**src/rtl/io_port_responder.sv**
```systemverilog
//------------------------------------------------------------------------------
// io_port_responder
//
// Device-side endpoint for one Datapath I/O port. The Datapath reads words
// that an external valid/ready source has delivered into a receive FIFO, and
// writes words into a transmit FIFO that an external valid/ready sink drains.
// Both FIFOs are show-ahead: the head word is always presented on the data
// output, and reads as zero while the FIFO is empty.
//
// Ports (io_port_responder):
//   clock          single clock, rising edge
//   reset          asynchronous, active-high, clears all state
//   io_rden        Datapath read strobe, pops the receive FIFO
//   io_read_data   receive FIFO head word (0 when empty)
//   io_read_EF     1 = receive FIFO holds at least one word
//   io_wren        Datapath write strobe, pushes io_write_data
//   io_write_data  word written by the Datapath
//   io_write_EF    1 = transmit FIFO has at least one free slot
//   in_valid       external source offers in_data
//   in_ready       receive FIFO can accept a word
//   in_data        external source word
//   out_valid      transmit FIFO head is available
//   out_ready      external sink accepts the head word
//   out_data       transmit FIFO head word (0 when empty)
//   underflow      sticky: io_rden seen while receive FIFO empty
//   overflow       sticky: io_wren seen while transmit FIFO full
//
// FIFO_DEPTH must be a power of two, at least 2, and equal 2**FIFO_ADDR_WIDTH
// so that the pointers wrap naturally.
//------------------------------------------------------------------------------

//------------------------------------------------------------------------------
// io_port_fifo
//
// Synchronous show-ahead FIFO used for both directions of the port.
// Requests that cannot be honoured (push when full, pop when empty) are
// ignored here; the caller decides whether they are protocol violations.
//
// Ports (io_port_fifo):
//   clock, reset   as above
//   i_push/i_data  push request and word
//   i_pop          pop request
//   o_data         head word, 0 when empty
//   o_empty        occupancy count is zero
//   o_full         occupancy count equals DEPTH
//------------------------------------------------------------------------------
module io_port_fifo #(
   parameter int WIDTH      = 36,
   parameter int DEPTH      = 4,
   parameter int ADDR_WIDTH = 2
) (
   input  logic             clock,
   input  logic             reset,
   input  logic             i_push,
   input  logic [WIDTH-1:0] i_data,
   input  logic             i_pop,
   output logic [WIDTH-1:0] o_data,
   output logic             o_empty,
   output logic             o_full
);

   logic [WIDTH-1:0]      r_mem [DEPTH];
   logic [ADDR_WIDTH-1:0] r_rd_ptr;
   logic [ADDR_WIDTH-1:0] r_wr_ptr;
   logic [ADDR_WIDTH:0]   r_count;

   logic w_push;
   logic w_pop;

   // Flags come from the registered count only, so no input reaches a flag
   // combinationally. A push at full is refused even if a pop happens in the
   // same cycle: there is no bypass.
   assign o_empty = (r_count == '0);
   assign o_full  = (r_count == (ADDR_WIDTH+1)'(DEPTH));

   assign w_push = i_push & ~o_full;
   assign w_pop  = i_pop  & ~o_empty;

   // NOTE: state registers use non-blocking assignments so every register in
   // the design samples pre-edge values, independent of process ordering.
   always_ff @(posedge clock or posedge reset) begin
      if (reset) begin
         r_rd_ptr <= '0;
         r_wr_ptr <= '0;
         r_count  <= '0;
      end else begin
         if (w_push) begin
            r_wr_ptr <= r_wr_ptr + ADDR_WIDTH'(1);
         end
         if (w_pop) begin
            r_rd_ptr <= r_rd_ptr + ADDR_WIDTH'(1);
         end
         // Simultaneous push and pop leaves the count unchanged.
         case ({w_push, w_pop})
            2'b10:   r_count <= r_count + (ADDR_WIDTH+1)'(1);
            2'b01:   r_count <= r_count - (ADDR_WIDTH+1)'(1);
            default: r_count <= r_count;
         endcase
      end
   end

   // NOTE: storage is deliberately not reset; stale words are never visible
   // because the head word is forced to zero while the count is zero.
   always_ff @(posedge clock) begin
      if (w_push) begin
         r_mem[r_wr_ptr] <= i_data;
      end
   end

   assign o_data = o_empty ? '0 : r_mem[r_rd_ptr];

endmodule

//------------------------------------------------------------------------------
// io_port_responder top
//------------------------------------------------------------------------------
module io_port_responder #(
   parameter int WORD_WIDTH      = 36,
   parameter int FIFO_DEPTH      = 4,
   parameter int FIFO_ADDR_WIDTH = 2
) (
   input  logic                  clock,
   input  logic                  reset,
   // Datapath read side (receive FIFO)
   input  logic                  io_rden,
   output logic [WORD_WIDTH-1:0] io_read_data,
   output logic                  io_read_EF,
   // Datapath write side (transmit FIFO)
   input  logic                  io_wren,
   input  logic [WORD_WIDTH-1:0] io_write_data,
   output logic                  io_write_EF,
   // External source
   input  logic                  in_valid,
   output logic                  in_ready,
   input  logic [WORD_WIDTH-1:0] in_data,
   // External sink
   output logic                  out_valid,
   input  logic                  out_ready,
   output logic [WORD_WIDTH-1:0] out_data,
   // Sticky protocol-violation flags
   output logic                  underflow,
   output logic                  overflow
);

   logic w_rx_empty;
   logic w_rx_full;
   logic w_tx_empty;
   logic w_tx_full;

   logic r_underflow;
   logic r_overflow;

   // Receive path: external source pushes, Datapath pops.
   io_port_fifo #(
      .WIDTH      (WORD_WIDTH),
      .DEPTH      (FIFO_DEPTH),
      .ADDR_WIDTH (FIFO_ADDR_WIDTH)
   ) u_rx_fifo (
      .clock   (clock),
      .reset   (reset),
      .i_push  (in_valid),
      .i_data  (in_data),
      .i_pop   (io_rden),
      .o_data  (io_read_data),
      .o_empty (w_rx_empty),
      .o_full  (w_rx_full)
   );

   // Transmit path: Datapath pushes, external sink pops. Because the head
   // only moves on out_ready, out_valid/out_data hold until accepted.
   io_port_fifo #(
      .WIDTH      (WORD_WIDTH),
      .DEPTH      (FIFO_DEPTH),
      .ADDR_WIDTH (FIFO_ADDR_WIDTH)
   ) u_tx_fifo (
      .clock   (clock),
      .reset   (reset),
      .i_push  (io_wren),
      .i_data  (io_write_data),
      .i_pop   (out_ready),
      .o_data  (out_data),
      .o_empty (w_tx_empty),
      .o_full  (w_tx_full)
   );

   assign io_read_EF  = ~w_rx_empty;
   assign in_ready    = ~w_rx_full;
   assign io_write_EF = ~w_tx_full;
   assign out_valid   = ~w_tx_empty;

   // Violations only set the sticky flags; the FIFOs already ignore the
   // offending request, so no other state changes.
   always_ff @(posedge clock or posedge reset) begin
      if (reset) begin
         r_underflow <= 1'b0;
         r_overflow  <= 1'b0;
      end else begin
         if (io_rden && w_rx_empty) begin
            r_underflow <= 1'b1;
         end
         if (io_wren && w_tx_full) begin
            r_overflow <= 1'b1;
         end
      end
   end

   assign underflow = r_underflow;
   assign overflow  = r_overflow;

endmodule

```
**config.mk**
```make
export PLATFORM = sky130hd
export DESIGN_NAME = io_port_responder
export DESIGN_NICKNAME = d
export VERILOG_FILES = /design/src/rtl/io_port_responder.sv
export SDC_FILE = /design/constraint.sdc
export NUM_CORES = 1
export LEC_CHECK = 0
export ABC_AREA = 1
export CAP_MARGIN = 25
export CORE_MARGIN = 3
export CORE_UTILIZATION = 45
export CTS_BUF_LIST = sky130_fd_sc_hd__clkbuf_2
export CTS_CLUSTER_DIAMETER = 80
export DETAILED_ROUTE_END_ITERATION = 12
export GPL_TIMING_DRIVEN = 0
export HOLD_SLACK_MARGIN = 0.06
export PLACE_DENSITY_LB_ADDON = 0.15
export SLEW_MARGIN = 20
export SYNTH_ARGS = -nofsm -noshare
export SYNTH_HDL_FRONTEND = slang
export SYNTH_SLANG_ARGS = --single-unit
```
**constraint.sdc**
```tcl
create_clock -name clock -period 4.05 [get_ports clock]
set_clock_uncertainty 0.2 [all_clocks]
set_input_delay 0.405 -clock clock [delete_from_list [all_inputs] [get_ports clock]]
set_output_delay 0.405 -clock clock [all_outputs]
set_load 0.005 [all_outputs]
```
==> results.json <==
{
  "clkTransAtPathRegs_ns": 0.11,
  "ys_seq_elements": 304,
  "io_pins": 156,
  "ctsHtreeMaxLevel": 3,
  "crit_buf_inv": 3,
  "vias": 9288,
  "period_share_pct": 81.32,
  "postCtsSetupBuffers": 0,
  "num_rows": 62,
  "min_path_type": "flop to flop",
  "fill_cells": 2406,
  "areaGrowthSynthToFinish_pct": 28.72,
  "cp_max_fo": 10,
  "cts_tree": "yes",
  "clk_path_buf_depth": 3,
  "place_ws_ns": 1.318,
  "hold_ws_ns": 0.2879,
  "drt-vias-per-instance": 4.619,
  "synth_area_mm2": 0.01319,
  "fp.dieArea_mm2": 0.03140,
  "final_cells": 2011,
  "port-buffer-count": 155,
  "critPathTopFamily": "buffers and inverters",
  "drt_wl_total_um": 30530,
  "final_util_pct": 58.98,
  "grt_max_degree": 24,
  "crit_path_top_delay_cell": "clkdlybuf4s50_1",
  "overflow": 0,
  "fmax_mhz": 303.6,
  "cts_root_buf": "clkbuf_2",
  "initial_core_util_pct": 45.82,
  "dp_cells": 1802,
  "slowest_delay_ns": 0.55,
  "yosysSeqAreaShare_pct": 68.61,
  "grt_pass1_vias": 9406,
  "track_usage_pct": 19.66,
  "syn_nets": 1342,
  "netlist_instances": 1252,
  "antenna_found_initial": 1,
  "die_h_um": 177.2,
  "setup_ws_ns": 0.7564,
  "drive_above_1_share_pct": 11.94,
  "worst-setup-path-type": "flop to output pin",
  "end_kind": "output pin",
  "gp_congestion": 0.7474,
  "yosysUniqueCellTypes": 21,
  "worstMarginPinSlew_ns": 0.7402,
  "die_x_um": 177.2,
  "path_cells": "inv_2 > buf_2 > nand3_1 > a21oi_1 > clkdlybuf4s50_1",
  "core_area_mm2": 0.02878,
  "hold_buffers": 77,
  "drc": 0,
  "status": "finished, final reports clean",
  "nNetsFinal": 1664,
  "clock-sinks": 304,
  "drtPass1Iterations": 5,
  "cp.arrival_ns": 2.69,
  "worst_ep_required_time_ns": 3.44,
  "path_depth": 5,
  "grt_pass1_wl_um": 48000,
  "numCtsBuffers": 77,
  "slew_headroom_pct": 50.53,
  "route.antenna.remaining_nets": 0,
  "ir_drop_mv": 0.4600,
  "holdPathStages": 1,
  "setup-violations-final": 0,
  "hpwl_um": 19440,
  "finalCriticalPeriod_ns": 3.294,
  "p_per_area_mw_per_mm2": 671.5,
  "maxCapViolCount": 0,
  "first_iter_violations": 552,
  "synth.avg_cell_area_um2": 10.53,
  "ys_warn_count": 0,
  "drv_slew": 0,
  "post_cts_resized": 0,
  "leakagePower_nw": 7.538,
  "wl_per_cell_um": 15.18,
  "clock_latency_ns": 0.78,
  "rsz0062_at_grt": "false",
  "worstSetupStartpointType": "flop",
  "hold_violations": 0,
  "rr_worst_depth": 10
}
[cells in the final DEF, fill, tap and decap left out, types with 10 or more instances in the layout]
master / n
a21oi_1: 72
buf_2: 23
buf_4: 13
clkbuf_2: 118
clkdlybuf4s50_1: 155
dfrtp_1: 16
dlygate4sd3_1: 77
edfxtp_1: 288
ha_1: 10
inv_1: 314
inv_2: 11
nand2_1: 316
nand3_1: 153
[power by group]
part / leakage (nW) / switching, mW / total [mW] / internal [mW]
Clock: 0.516 / 1.17 / 1.93 / 0.759
Combinational: 4.20 / 2.85 / 5.16 / 2.31
Sequential: 2.83 / 0.172 / 4.31 / 4.13
Total: 7.54 / 4.19 / 11.4 / 7.21
[cell usage after synthesis]
library cell	number	share of area (%)
nor2_1	8	0.23
a21o_1	1	0.057
a21oi_1	72	2.7
dfrtp_1	16	3.0
nand3_2	3	0.23
clkbuf_1	6	0.17
nand4_1	2	0.095
inv_2	8	0.23
buf_4	13	0.74
nand2_1	316	9.0
buf_6	6	0.51
o21ai_0	4	0.15
buf_2	23	0.87
buf_1	2	0.057
xnor2_1	4	0.27
nand3_1	153	5.8
inv_1	314	8.9
ha_1	10	0.95
o21bai_1	1	0.057
fa_1	2	0.30
edfxtp_1	288	66
[sequential cells by signal, indices dropped and copies added (netlist names)]
name	cells
u_rx_fifo.r_count	3
u_tx_fifo.r_mem	144
underflow	1
u_rx_fifo.r_wr_ptr	2
u_tx_fifo.r_rd_ptr	2
u_tx_fifo.r_count	3
u_tx_fifo.r_wr_ptr	2
u_rx_fifo.r_rd_ptr	2
overflow	1
u_rx_fifo.r_mem	144
[worst paths after layout]
| kind | startpoint | slack (ns) | to |
|---|---|---|---|
| setup / recovery | u_tx_fifo.r_rd_ptr[1] | 0.76 | out_data[9] |
| hold / removal | overflow | 0.29 | overflow |
| setup reg to reg | u_rx_fifo.r_count[0] | 1.56 | u_rx_fifo.r_count[2] |
| hold reg to reg | overflow | 0.29 | overflow |
| max in group asynchronous | reset | 2.76 | u_tx_fifo.r_count[1] |
| min in group asynchronous | reset | 0.38 | u_rx_fifo.r_rd_ptr[0] |
[worst register-to-register path, stage by stage (launching register included)]
cell and delay [ns]:
dfrtp_1 0.41, inv_1 0.14, nand3_1 0.17, nand2_1 0.41
ha_1 0.26, inv_1 0.07, fa_1 0.43, nand2_1 0.10
nand3_1 0.08, nand2_1 0.06, nand2_1 0.05
[metal layers]
layer / global-route usage, % / part of all wire [%]
met5: 0 / 0
met4: 6.645 / 1.5
met3: 3.797 / 5.1
met2: 31.43 / 47
met1: 27.17 / 46
[cell families (layout without fill, tap and decap cells)]
| kind of cell | after synthesis | after routing | share of synthesized area (%) |
|---|---|---|---|
| other cells | 0 | 2 | 0 |
| xor+xnor | 4 | 4 | 0.2656 |
| fa+ha+maj | 12 | 12 | 1.252 |
| flops | 304 | 304 | 68.61 |
| buf+inv | 372 | 745 | 11.52 |
| compound gates | 78 | 78 | 2.998 |
| simple gates | 482 | 482 | 15.35 |
[area by class of cell]
| class | instances | area, µm² | share of cell area (%) |
|---|---|---|---|
| Sequential cell | 304 | 9049 | 53.31 |
| Buffer | 50 | 310.3 | 1.828 |
| Tap cell | 384 | 480.5 | 2.830 |
| Inverter | 322 | 1209 | 7.120 |
| Multi-Input combinational cell | 576 | 2680 | 15.79 |
| Clock buffer | 118 | 590.6 | 3.479 |
| Antenna cell | 2 | 5.005 | 0.02948 |
| Clock inverter | 12 | 48.80 | 0.2875 |
| Timing Repair Buffer | 243 | 2603 | 15.33 |
[through the flow]
step,total power [mW],area [µm²],TNS [ns]
after floorplan,6.917,13190,0
after global placement,9.261,15220,-144.99
after detailed placement,9.518,15560,0
after CTS,11.55,16970,0
after global routing,12.26,16980,0
final,11.40,16980,0
No activity file was read; power rests on OpenSTA's default activity.
